===== src/rtl/mult_accum_pkg.sv =====
// Shared types, default widths and sizing helper for the mult_accum burst accumulator.
package mult_accum_pkg;

    typedef enum logic [1:0] {
        IDLE  = 2'd0,
        ACCUM = 2'd1,
        HOLD  = 2'd2
    } state_t;

    localparam int unsigned PROD_W_DEF = 8;
    localparam int unsigned ACC_W_DEF  = 16;

    // Bits needed to hold a term count in 0..n without wrapping.
    function automatic int unsigned cnt_w(input int unsigned n);
        return (n + 1 <= 2) ? 1 : $clog2(n + 1);
    endfunction

endpackage


===== src/rtl/acc_prefix_adder.sv =====
// Kogge-Stone parallel-prefix adder (carry-in 0) returning sum and carry out.
module acc_prefix_adder #(
    parameter int unsigned W = 16
) (
    input  logic [W-1:0] a,
    input  logic [W-1:0] b,
    output logic [W-1:0] sum,
    output logic         cout
);

    localparam int unsigned LVLS = $clog2(W);

    logic [W-1:0] g_lv [LVLS+1];
    logic [W-1:0] p_lv [LVLS+1];

    // Each level applies a row of black cells at span 2^l; bits below the span pass through.
    always_comb begin
        g_lv[0] = a & b;
        p_lv[0] = a ^ b;
        for (int l = 0; l < int'(LVLS); l++) begin
            g_lv[l+1] = g_lv[l] | (p_lv[l] & (g_lv[l] << (1 << l)));
            p_lv[l+1] = p_lv[l] & ((p_lv[l] << (1 << l)) | ~({W{1'b1}} << (1 << l)));
        end
    end

    assign sum  = p_lv[0] ^ {g_lv[LVLS][W-2:0], 1'b0};
    assign cout = g_lv[LVLS][W-1];

endmodule


===== src/rtl/mult_accum.sv =====
// Burst accumulator: sums N_TERMS unsigned products via valid/ready and presents the total.
// Build option: MULT_ACCUM_SATURATE_EN clamps the sum at all-ones on carry out instead of wrapping.
module mult_accum
    import mult_accum_pkg::*;
#(
    parameter int unsigned PROD_W  = PROD_W_DEF,
    parameter int unsigned ACC_W   = ACC_W_DEF,
    parameter int unsigned N_TERMS = 4
) (
    input  logic              clk,
    input  logic              rst,
    input  logic              start,
    input  logic [PROD_W-1:0] prod,
    input  logic              in_valid,
    output logic              in_ready,
    output logic [ACC_W-1:0]  acc_out,
    output logic              out_valid,
    input  logic              out_ready,
    output logic              busy,
    output logic              overflow
);

    localparam int unsigned CNT_W = cnt_w(N_TERMS);

    state_t            state, state_nxt;
    logic [CNT_W-1:0]  count;
    logic [ACC_W-1:0]  acc, acc_nxt, sum;
    logic              carry, xfer, last;

    acc_prefix_adder #(.W(ACC_W)) u_add (
        .a    (acc),
        .b    (ACC_W'(prod)),
        .sum  (sum),
        .cout (carry)
    );

    assign in_ready = (state == ACCUM);
    assign busy     = (state != IDLE);
    assign acc_out  = acc;
    assign xfer     = in_ready && in_valid;
    assign last     = (count == CNT_W'(N_TERMS - 1));

`ifdef MULT_ACCUM_SATURATE_EN
    // Once a carry has been seen the sum is pinned at all-ones for the rest of the burst.
    assign acc_nxt = (carry || overflow) ? {ACC_W{1'b1}} : sum;
`else
    assign acc_nxt = sum;
`endif

    always_comb begin
        state_nxt = state;
        case (state)
            IDLE:    if (start) state_nxt = ACCUM;
            ACCUM:   if (xfer && last) state_nxt = HOLD;
            HOLD:    if (out_ready) state_nxt = IDLE;
            default: state_nxt = IDLE;
        endcase
    end

    always_ff @(posedge clk or posedge rst) begin
        if (rst) begin
            state     <= IDLE;
            acc       <= '0;
            count     <= '0;
            overflow  <= 1'b0;
            out_valid <= 1'b0;
        end else begin
            state     <= state_nxt;
            out_valid <= (state_nxt == HOLD);
            if (state == IDLE && start) begin
                acc      <= '0;
                count    <= '0;
                overflow <= 1'b0;
            end else if (xfer) begin
                acc      <= acc_nxt;
                count    <= count + CNT_W'(1);
                overflow <= overflow | carry;
            end
        end
    end

endmodule


===== config.mk =====
export PLATFORM = sky130hd
export DESIGN_NAME = mult_accum
export DESIGN_NICKNAME = d
export VERILOG_FILES = /design/src/rtl/mult_accum_pkg.sv /design/src/rtl/acc_prefix_adder.sv /design/src/rtl/mult_accum.sv
export SDC_FILE = /design/constraint.sdc
export NUM_CORES = 1
export LEC_CHECK = 0
export ABC_AREA = 1
export CORE_ASPECT_RATIO = 1.75
export CORE_MARGIN = 2
export CORE_UTILIZATION = 45
export DETAILED_ROUTE_END_ITERATION = 10
export GPL_TIMING_DRIVEN = 0
export PLACE_DENSITY_LB_ADDON = 0.25
export SYNTH_ARGS = -nofsm -noshare
export SYNTH_HDL_FRONTEND = slang
export SYNTH_SLANG_ARGS = --single-unit

===== constraint.sdc =====
create_clock -name clk -period 2.2 [get_ports clk]
set_input_delay 0.55 -clock clk [delete_from_list [all_inputs] [get_ports clk]]
set_output_delay 0.55 -clock clk [all_outputs]
set_load 0.005 [all_outputs]

==> results summary, run 1 <==
The flow ran to the end, and the final reports show no timing, DRC or antenna violations. The min-delay analysis places its worst path in the category flop to flop. The signal on the critical path passes through clkdlybuf4s50_1 -> ha_1 -> fa_1 -> nand2_1 -> nand3_1 -> nand3_1 -> nand2_1 -> a21oi_1 -> nor2_1.

The power per unit of standard cell area came out at 1146 nW/um2. The worst clock skew came out at 0.007561 ns. Following the worst setup path forward leads to its endpoint at acc_out[8]$_DFFE_PP0P_. Yosys attributes the largest share of cell area to sky130_fd_sc_hd__dfrtp_1 38%, sky130_fd_sc_hd__nand2_1 15%, sky130_fd_sc_hd__ha_1 8.2%. For the worst setup path, the data required time is between 2 and 2.5 ns. The worst setup path is captured at a flop.

The number of optimization iterations in the first detailed-route pass came out at 4. Detailed placement finished with a half-perimeter wire length of 2.816 mm. The number of maximum-capacitance violations is 0. The post-detailed-route count of antenna-violating nets is 0. Entering global routing, the biggest net connects 24 pins. The detailed router put a total of ~1.4 mm of wire on met1. The worst setup path is launched from an input port. The peak clock frequency supported by timing came out at roughly 0.48 GHz. The final sum of negative setup slack came out at 0 ns. The uppermost signal routing layer after detailed routing is met4. Global routing used 20.26% of the available tracks across all layers.

The count of final max-slew check failures is 0. The worst-case IR drop observed on VDD is 0.5396 mV. The count of endpoints failing hold in the final timing report is 0. The clock buffer count from CTS came out at 3.

The worst register-to-register path has a depth of 8. The fraction of final layout cells with drive strength greater than 1 came out at 8.333%. The worst-path maximum fanout came out at 5. The net count of the finished layout is 265. The routability congestion estimate is 0.9010. Setup repair after global routing left no endpoint under its margin.

The cell area after layout is between 1500 and 2000 um2. The top cell type by area accounts for 37.61% of the synthesized area. The number of library cell types mapped by synthesis came out at 30. The routed layout has between 1000 and 1500 vias. The number of top-level pins came out at 33. The setup-violating endpoint count in the final report came out at 0. In this run the number of H-tree levels came out at 1. Input and output buffers added on the ports amount to 32.

Once the clock tree was built, the resizer swapped 0 gates to a different size. sky130_fd_sc_hd__dfrtp_1 takes more of the synthesized area than any other cell. The tightest hold path in the finished design has a slack of roughly 0.52 ns.

The number of placement rows is 28. The die extent in x came out at approximately 48 um. Wire segments on met3 add up to 77 um in the final route. The slack of the worst reg-to-reg path came out at 0.38 ns.

The met2 wire length came out at 2.007 mm. The critical path starts at prod[0]. The routed length per placed instance is ~13 um.

The clock reaches the later pin of the worst-skew pair after between 0.2 and 0.3 ns. The post-CTS repair timing setup buffer count came out at 0. The total overflow reported by the global router came out at 0. The hold buffer count at CTS came out at 0. The maximum root-to-sink buffer count came out at 2.

The die covers 3901 um2. The number of antenna cells inserted is 0. Summed over all layers, the routed wires come to 3.577 mm. The endpoint identified for the worst register-to-register timing path is acc_out[8]$_DFFE_PP0P_. The sequential share of the synthesized area came out at 37.61%. The area growth from synthesis to layout came out at 27.80%. The cell area that synthesis handed to floorplanning was 1530 um2. The most frequent standard cell in the layout excluding fill and tap cells is sky130_fd_sc_hd__nand2_1. The largest incremental delay on the critical path came out at 0.42 ns. The chip height is 81.14 um. The static leakage came out at 0.0009931 uW.

The root buffer cell chosen for the clock tree is sky130_fd_sc_hd__clkbuf_8. The relative slew slack is 40.58%. In this run the critical register-to-register path is launched from acc_out[0]$_DFFE_PP0P_. Once the floorplan was initialized, standard cells occupied between 40% and 50% of the core. In the layout the commonest cells are 61 x sky130_fd_sc_hd__nand2_1, 32 x sky130_fd_sc_hd__clkdlybuf4s50_1, 25 x sky130_fd_sc_hd__nand3_1. The worst path uses 95.40% of the clock period.

The global-route wire length before repair came out at 5.685 mm. The transition time at the pin with the least slew margin is 0.8903 ns. The number of cells produced by synthesis came out at 204. The number of warnings printed during yosys synthesis came out at 0. The data arrival at the endpoint of the critical path came out at 2.26 ns.

The placeable core area came out at ~3300 um2. The number of antenna violations at the first check in global routing came out at 0. The post-synthesis average cell area came out at around 7.5 um2. For this design, the sink count on the clock tree is 23.

The clock transition at the registers of the reported paths is 0.08 ns. The via density per instance came out at 5.102. After synthesis the netlist holds a flip-flop and latch count of 23. The total nets after synthesis came out at around 230.

The count of unresolved DRC violations after routing is 0. The critical path start-end classification is input port to flop. The worst-path cell with the longest stage delay is sky130_fd_sc_hd__fa_1. The first routing iteration left 48 violations. The via count of the first global-routing pass is 1391.

The final critical-path required period is roughly 2.1 ns. The TritonCTS clock tree is done. The post-placement cell area came out at roughly 1900 um2.
[worst min-delay path by stage]
| stage | slack (ns) | start | end | cells past startpoint |
|---|---|---|---|---|
| after CTS | 0.53 | acc_out[5]$_DFFE_PP0P_ | acc_out[5]$_DFFE_PP0P_ | 2 |
| final | 0.52 | acc_out[5]$_DFFE_PP0P_ | acc_out[5]$_DFFE_PP0P_ | 2 |
| after floorplan | 0.47 | count[0]$_DFFE_PP0P_ | count[0]$_DFFE_PP0P_ | 1 |
| after global routing | 0.54 | count[1]$_DFFE_PP0P_ | count[1]$_DFFE_PP0P_ | 1 |
| after global placement | 0.49 | count[1]$_DFFE_PP0P_ | count[1]$_DFFE_PP0P_ | 1 |
| after detailed placement | 0.50 | count[1]$_DFFE_PP0P_ | count[1]$_DFFE_PP0P_ | 1 |
[routing by layer]
layer	GRT usage (%)	vias up
li1	-	735
met1	21.39	683
met2	37.20	27
met3	2.000	9
met4	9.189	0
met5	0	-
[cell families after synthesis]
group           after synthesis  share of synthesized area (%)
flops                        23                          37.61
simple gates                120                          35.16
fa+ha+maj                    11                          9.485
compound gates               25                          9.812
buf+inv                      24                          7.359
xor+xnor                      1                         0.5725
[cells in the mapped netlist (all sizes together)]
master / number
buf: 4
nor3b: 1
o21ai: 6
xor2: 1
nor2: 24
a21o: 1
a21oi: 11
fa: 1
o22ai: 1
nand3: 27
nand3b: 2
dfrtp: 23
inv: 20
or2: 2
a21boi: 2
nand2: 64
a32o: 1
ha: 10
a22o: 3
[power by group]
part	switching, uW	total [uW]	internal, uW
registers	114	676	562
clock network	146	275	128
logic	690	1290	600
[registers in the layout (all words and copies together), names as in the netlist]
name / cells
count: 3
overflow: 1
state: 2
out_valid: 1
acc_out: 16
[worst max-delay path: cells and delay by family]
kind | cells | cell delay, ns
adder cells (fa/ha/maj) | 2 | 0.67
AND/OR/NAND/NOR | 5 | 0.47
AO/OA/AOI/OAI | 1 | 0.16
buffers and inverters | 1 | 0.40
[layout make-up]
type                    count  area (um2)
plain buffers               4       35.03
repair buffers             32       320.3
inverters                  20       77.57
flip-flops and latches     23       575.6
multi-input cells         157       842.1
clock buffers               3       41.29
well taps                  45       56.30
fillers                   344        1373
clock inverters             1       7.507
[stage by stage]
step                      cells  utilization, %  power (uW)  worst slack, ns
after global placement      281           57.29        1962          -0.2085
after detailed placement    281           57.29        1985          -0.1990
after global routing        285           58.76        2447          0.01833
after CTS                   285           58.76        2268          0.08476
final                       285           58.76        2241           0.1013
after floorplan             204               -        1511           0.4050
No activity file was read; power rests on OpenSTA's default activity.
==> run 2: changes to the inputs <==
Settings changed: CTS_BUF_LIST set to sky130_fd_sc_hd__clkbuf_4 sky130_fd_sc_hd__clkbuf_8.
==> results of run 2 <==
Final layout, timing and power as in run 1 (identical DEF).
==> run 3: changes to the inputs <==
Settings changed: CTS_BUF_LIST sky130_fd_sc_hd__clkbuf_4 sky130_fd_sc_hd__clkbuf_8 to unset.
==> results of run 3 <==
Final layout, timing and power as in run 1 (identical DEF).
